<file path="src/rtl/dir_selector_n.sv">
// Picks which of N_CH decoder addresses drives the character ROM for the current pixel, plus glyph row/col.
// Latency: 2 clocks from pixel position to Dir/row/col/in_region; one pixel per clock.
// No backpressure: free-running pixel pipeline, inputs are consumed every cycle.
module dir_selector_n #(
  parameter int N_CH = 4,
  parameter int DIR_W = 7,
  parameter int X0 = 256,
  parameter int Y0 = 224,
  parameter int SLOT_W = 8,
  parameter int CHAR_H = 16,
  parameter logic [DIR_W-1:0] BLANK_DIR = '0,
  parameter int BLINK_LOG = 5
) (
  input  logic                         clock,
  input  logic                         reset,
  input  logic [9:0]                   pixelx,
  input  logic [9:0]                   pixely,
  input  logic [N_CH*DIR_W-1:0]        dir_in,
  input  logic                         freeze,
  input  logic [N_CH-1:0]              blink_mask,
  output logic [DIR_W-1:0]             Dir,
  output logic [$clog2(CHAR_H)-1:0]    row,
  output logic [$clog2(SLOT_W)-1:0]    col,
  output logic                         in_region
);

  localparam int COL_W   = $clog2(SLOT_W);
  localparam int ROW_W   = $clog2(CHAR_H);
  localparam int SLOT_IW = (N_CH > 1) ? $clog2(N_CH) : 1;
  localparam int DX_W    = COL_W + SLOT_IW;

  // Band limits widened to 11 bits so an end coordinate of 1024 still compares correctly.
  localparam logic [10:0] X_LO = 11'(X0);
  localparam logic [10:0] X_HI = 11'(X0 + N_CH * SLOT_W);
  localparam logic [10:0] Y_LO = 11'(Y0);
  localparam logic [10:0] Y_HI = 11'(Y0 + CHAR_H);
  localparam logic [9:0]  X0_V = 10'(X0);
  localparam logic [9:0]  Y0_V = 10'(Y0);

  logic                 frame_start;
  logic [DIR_W-1:0]     shadow [N_CH];
  logic [BLINK_LOG:0]   frame_cnt;
  logic                 phase;

  logic                 hit;
  logic [DX_W-1:0]      dx;
  logic [ROW_W-1:0]     dy;

  logic                 hit_s1;
  logic [SLOT_IW-1:0]   slot_s1;
  logic [ROW_W-1:0]     row_s1;
  logic [COL_W-1:0]     col_s1;

  assign frame_start = (pixelx == 10'd0) && (pixely == 10'd0);
  assign phase       = frame_cnt[BLINK_LOG];

  // Only the low bits of the offsets are ever used, so subtracting the low bits alone is exact.
  assign dx  = pixelx[DX_W-1:0] - X0_V[DX_W-1:0];
  assign dy  = pixely[ROW_W-1:0] - Y0_V[ROW_W-1:0];
  assign hit = ({1'b0, pixelx} >= X_LO) && ({1'b0, pixelx} < X_HI) &&
               ({1'b0, pixely} >= Y_LO) && ({1'b0, pixely} < Y_HI);

  // Shadow copy of the channel addresses, refreshed once per frame so a string never tears.
  always_ff @(posedge clock) begin
    if (!reset) begin
      for (int k = 0; k < N_CH; k++) shadow[k] <= BLANK_DIR;
    end else if (frame_start && !freeze) begin
      for (int k = 0; k < N_CH; k++) shadow[k] <= dir_in[k*DIR_W +: DIR_W];
    end
  end

  // Frame counter drives the blink phase; it counts every frame even while frozen.
  always_ff @(posedge clock) begin
    if (!reset) begin
      frame_cnt <= '0;
    end else if (frame_start) begin
      frame_cnt <= frame_cnt + 1'b1;
    end
  end

  // Stage 1: band hit test and slot/row/col decode of the pixel position.
  always_ff @(posedge clock) begin
    if (!reset) begin
      hit_s1  <= 1'b0;
      slot_s1 <= '0;
      row_s1  <= '0;
      col_s1  <= '0;
    end else begin
      hit_s1  <= hit;
      // Slot is zeroed outside the band so the shadow index always stays in range.
      slot_s1 <= hit ? dx[COL_W +: SLOT_IW] : '0;
      row_s1  <= dy;
      col_s1  <= dx[COL_W-1:0];
    end
  end

  // Stage 2: select the shadowed address, applying band blanking and per-channel blink.
  always_ff @(posedge clock) begin
    if (!reset) begin
      Dir       <= BLANK_DIR;
      row       <= '0;
      col       <= '0;
      in_region <= 1'b0;
    end else begin
      in_region <= hit_s1;
      if (!hit_s1 || (blink_mask[slot_s1] && phase)) begin
        Dir <= BLANK_DIR;
      end else begin
        Dir <= shadow[slot_s1];
      end
      row <= hit_s1 ? row_s1 : '0;
      col <= hit_s1 ? col_s1 : '0;
    end
  end

endmodule

</file>
<file path="config.mk">
export PLATFORM = sky130hd
export DESIGN_NAME = dir_selector_n
export DESIGN_NICKNAME = d
export VERILOG_FILES = /design/src/rtl/dir_selector_n.sv
export SDC_FILE = /design/constraint.sdc
export NUM_CORES = 1
export LEC_CHECK = 0
export ABC_AREA = 1
export CORE_ASPECT_RATIO = 0.7
export CORE_MARGIN = 4
export CORE_UTILIZATION = 47
export DETAILED_ROUTE_END_ITERATION = 8
export MAX_ROUTING_LAYER = met4
export PLACE_DENSITY_LB_ADDON = 0.1
export SYNTH_ARGS = -nofsm -noshare
export SYNTH_HDL_FRONTEND = slang
export SYNTH_SLANG_ARGS = --single-unit
export TNS_END_PERCENT = 30
</file>
<file path="constraint.sdc">
create_clock -name clock -period 4.7 [get_ports clock]
set_clock_uncertainty 0.15 [all_clocks]
set_input_delay 0.94 -clock clock [delete_from_list [all_inputs] [get_ports clock]]
set_output_delay 0.94 -clock clock [all_outputs]
set_load 0.1 [all_outputs]
</file>
==> results.ini <==
[run_status]
outcome=finished clean

[synth]
synthDistinctLibCells=23
yosys_warnings=0
synth_flop_cell=dfxtp_1
yosysMostFrequentCell=nor2_1
yosysTopAreaCell=edfxtp_1
synth-edff-count=28
syn-cell-area_um2=2500
postSynthAreaPerCell_um2=8.70
yosys_register_bits=59
postSynthCellCount=287
ys_seq_area_frac=0.585
synth_area_leaders=edfxtp_1, dfxtp_1, nor2_1, inv_1, nand2_1
ys_async_sr_fraction=0
yosysTopAreaCellShare=0.337
synth_commonest_cells=nor2_1, inv_1, dfxtp_1
synth_fp_nets=343

[routing]
drtIter0Drc=108
drc=0
drt_wl_total_um=5070
wl_per_cell_um=11.7
dr.pass1.iters=5
via_per_inst=4.53
vias=1972
drtAntennaViolNets=0

[timing]
hold_violations=0
setup_viol=0
max_clock_freq_mhz=346
timing.final.crit_share=0.615
rsz0062_at_grt=false
slew_headroom=0.336
worst_pin_slew_ns=0.993
fin_crit_ns=2.89
drv_slew=0
tns_ns=0

[floorplanning]
dieArea_um2=6560
num_rows=21
dieHeight_um=69.0
core_um2=4970
die_w_um=95.1
start_util=0.503
num_io_pins=70

[place]
gp_congestion=0.810
io_buffer_count=69
hpwl_um=3630

[power_and_ir_drop]
total_power_mw=1.08
p_leak_nw=1.49
pwr_density_cell_nw_per_um2=313
vdd_drop_max_mv=0.189

[setup_path]
slowest_delay_ns=1.14
worstSetupStartpointType=flip-flop
crit_path_max_fanout=1
crit_path_end_kind=primary output
slowest_stage=clkdlybuf4s50_1
cp.arrival_ns=1.80
path_class=flip-flop to primary output
worstPathCellList=clkdlybuf4s50_1
cpLargestDelayFamily=buffers and inverters
crit_required_ns=3.61
path_buf_inv=1

[finish]
area_growth_pct=37.5
antenna-diode-count=0
drive_above_1_share=0.101
fillerInstances=367
nets=417

[cts]
clock_sinks=59
post_cts_buffers=0
cts_hold_buf=0
cts_resized=0
cts_buffers=9
clock_path_buffers=2
cts_root_buf=clkbuf_8
h-tree-depth=3
clk_pin_slew_ns=0.07
cts_tree=done
clk-insertion-delay-late_ns=0.34

[grt]
grtUsageTotal=0.178
grt_pass1_vias=1837
grt_max_degree=29
antenna_found_initial=0
grt_pass1_wl_um=8230
overflow=0

[run]
drv_cap=0

[hold_path]
holdCritPathClass=flip-flop to flip-flop

==> power by group <==
group	leakage [nW]	switching, mW	internal (mW)
clock	0.106	0.205	0.238
combinational	0.868	0.0291	0.0480
sequential	0.517	0.00367	0.552
==> flip-flops by register name (all words and copies together), names as in the netlist <==
name and count:
col 3, shadow 28, frame_cnt 6, row_s1 4
Dir 7, col_s1 3, in_region 1, row 4
hit_s1 1, slot_s1 2
==> layout make-up <==
class / instances / area (um^2) / share of cell area
well taps: 69 / 86.3 / 0.0252
clock buffers: 11 / 163 / 0.0474
inverters: 58 / 218 / 0.0634
clock inverters: 5 / 30.0 / 0.00875
repair buffers: 70 / 698 / 0.203
flip-flops and latches: 59 / 1460 / 0.426
multi-input cells: 163 / 776 / 0.226
==> stage by stage <==
stage	hold slack, ns	setup slack [ns]	cell area (um^2)	util	cells
6_report	0.260	1.81	3430	0.691	435
5_1_grt	0.290	1.76	3430	0.691	435
4_1_cts	0.261	1.80	3430	0.691	435
3_5_place_dp	0.249	1.72	3240	0.652	419
3_3_place_gp	0.246	1.75	3240	0.652	419
2_1_floorplan	0.244	0.630	2500	-	287
==> worst paths after layout <==
path | from | to | slack (ns) | depth (start not counted)
max | Dir[1] | Dir[1] | 1.81 | 1
max reg2reg | slot_s1[0] | Dir[3] | 2.82 | 6
min | row_s1[0] | row[0] | 0.26 | 2
min reg2reg | row_s1[0] | row[0] | 0.26 | 2
==> routing by layer <==
metal	track usage	vias up	routed length, um
li1	-	1023	-
met2	0.269	66	2220
met3	0.0586	7	457
met1	0.220	876	2330
met4	0.0809	0	64
met5	-	-	0
==> cell usage in the layout, fill, tap and decap left out, drive strengths merged, types with 2 or more instances in the layout <==
master / n
a21oi: 13
o21ai: 15
xnor2: 2
dfxtp: 31
nand3: 13
edfxtp: 28
clkbuf: 11
nand2: 31
nor2: 83
clkdlybuf4s50: 69
inv: 62
==> kinds of logic (layout without fill, tap and decap cells) <==
kind of cell | after synthesis | in the layout | share of synthesized area
AOI/OAI and AO/OA | 29 | 29 | 0.0591
xor gates and xnor gates | 3 | 3 | 0.0105
DFF | 59 | 59 | 0.585
and+or+nand+nor | 130 | 130 | 0.235
adders and majority gates | 1 | 1 | 0.00501
buffers and inverters | 65 | 144 | 0.105
(Power assumes the default switching activity.)
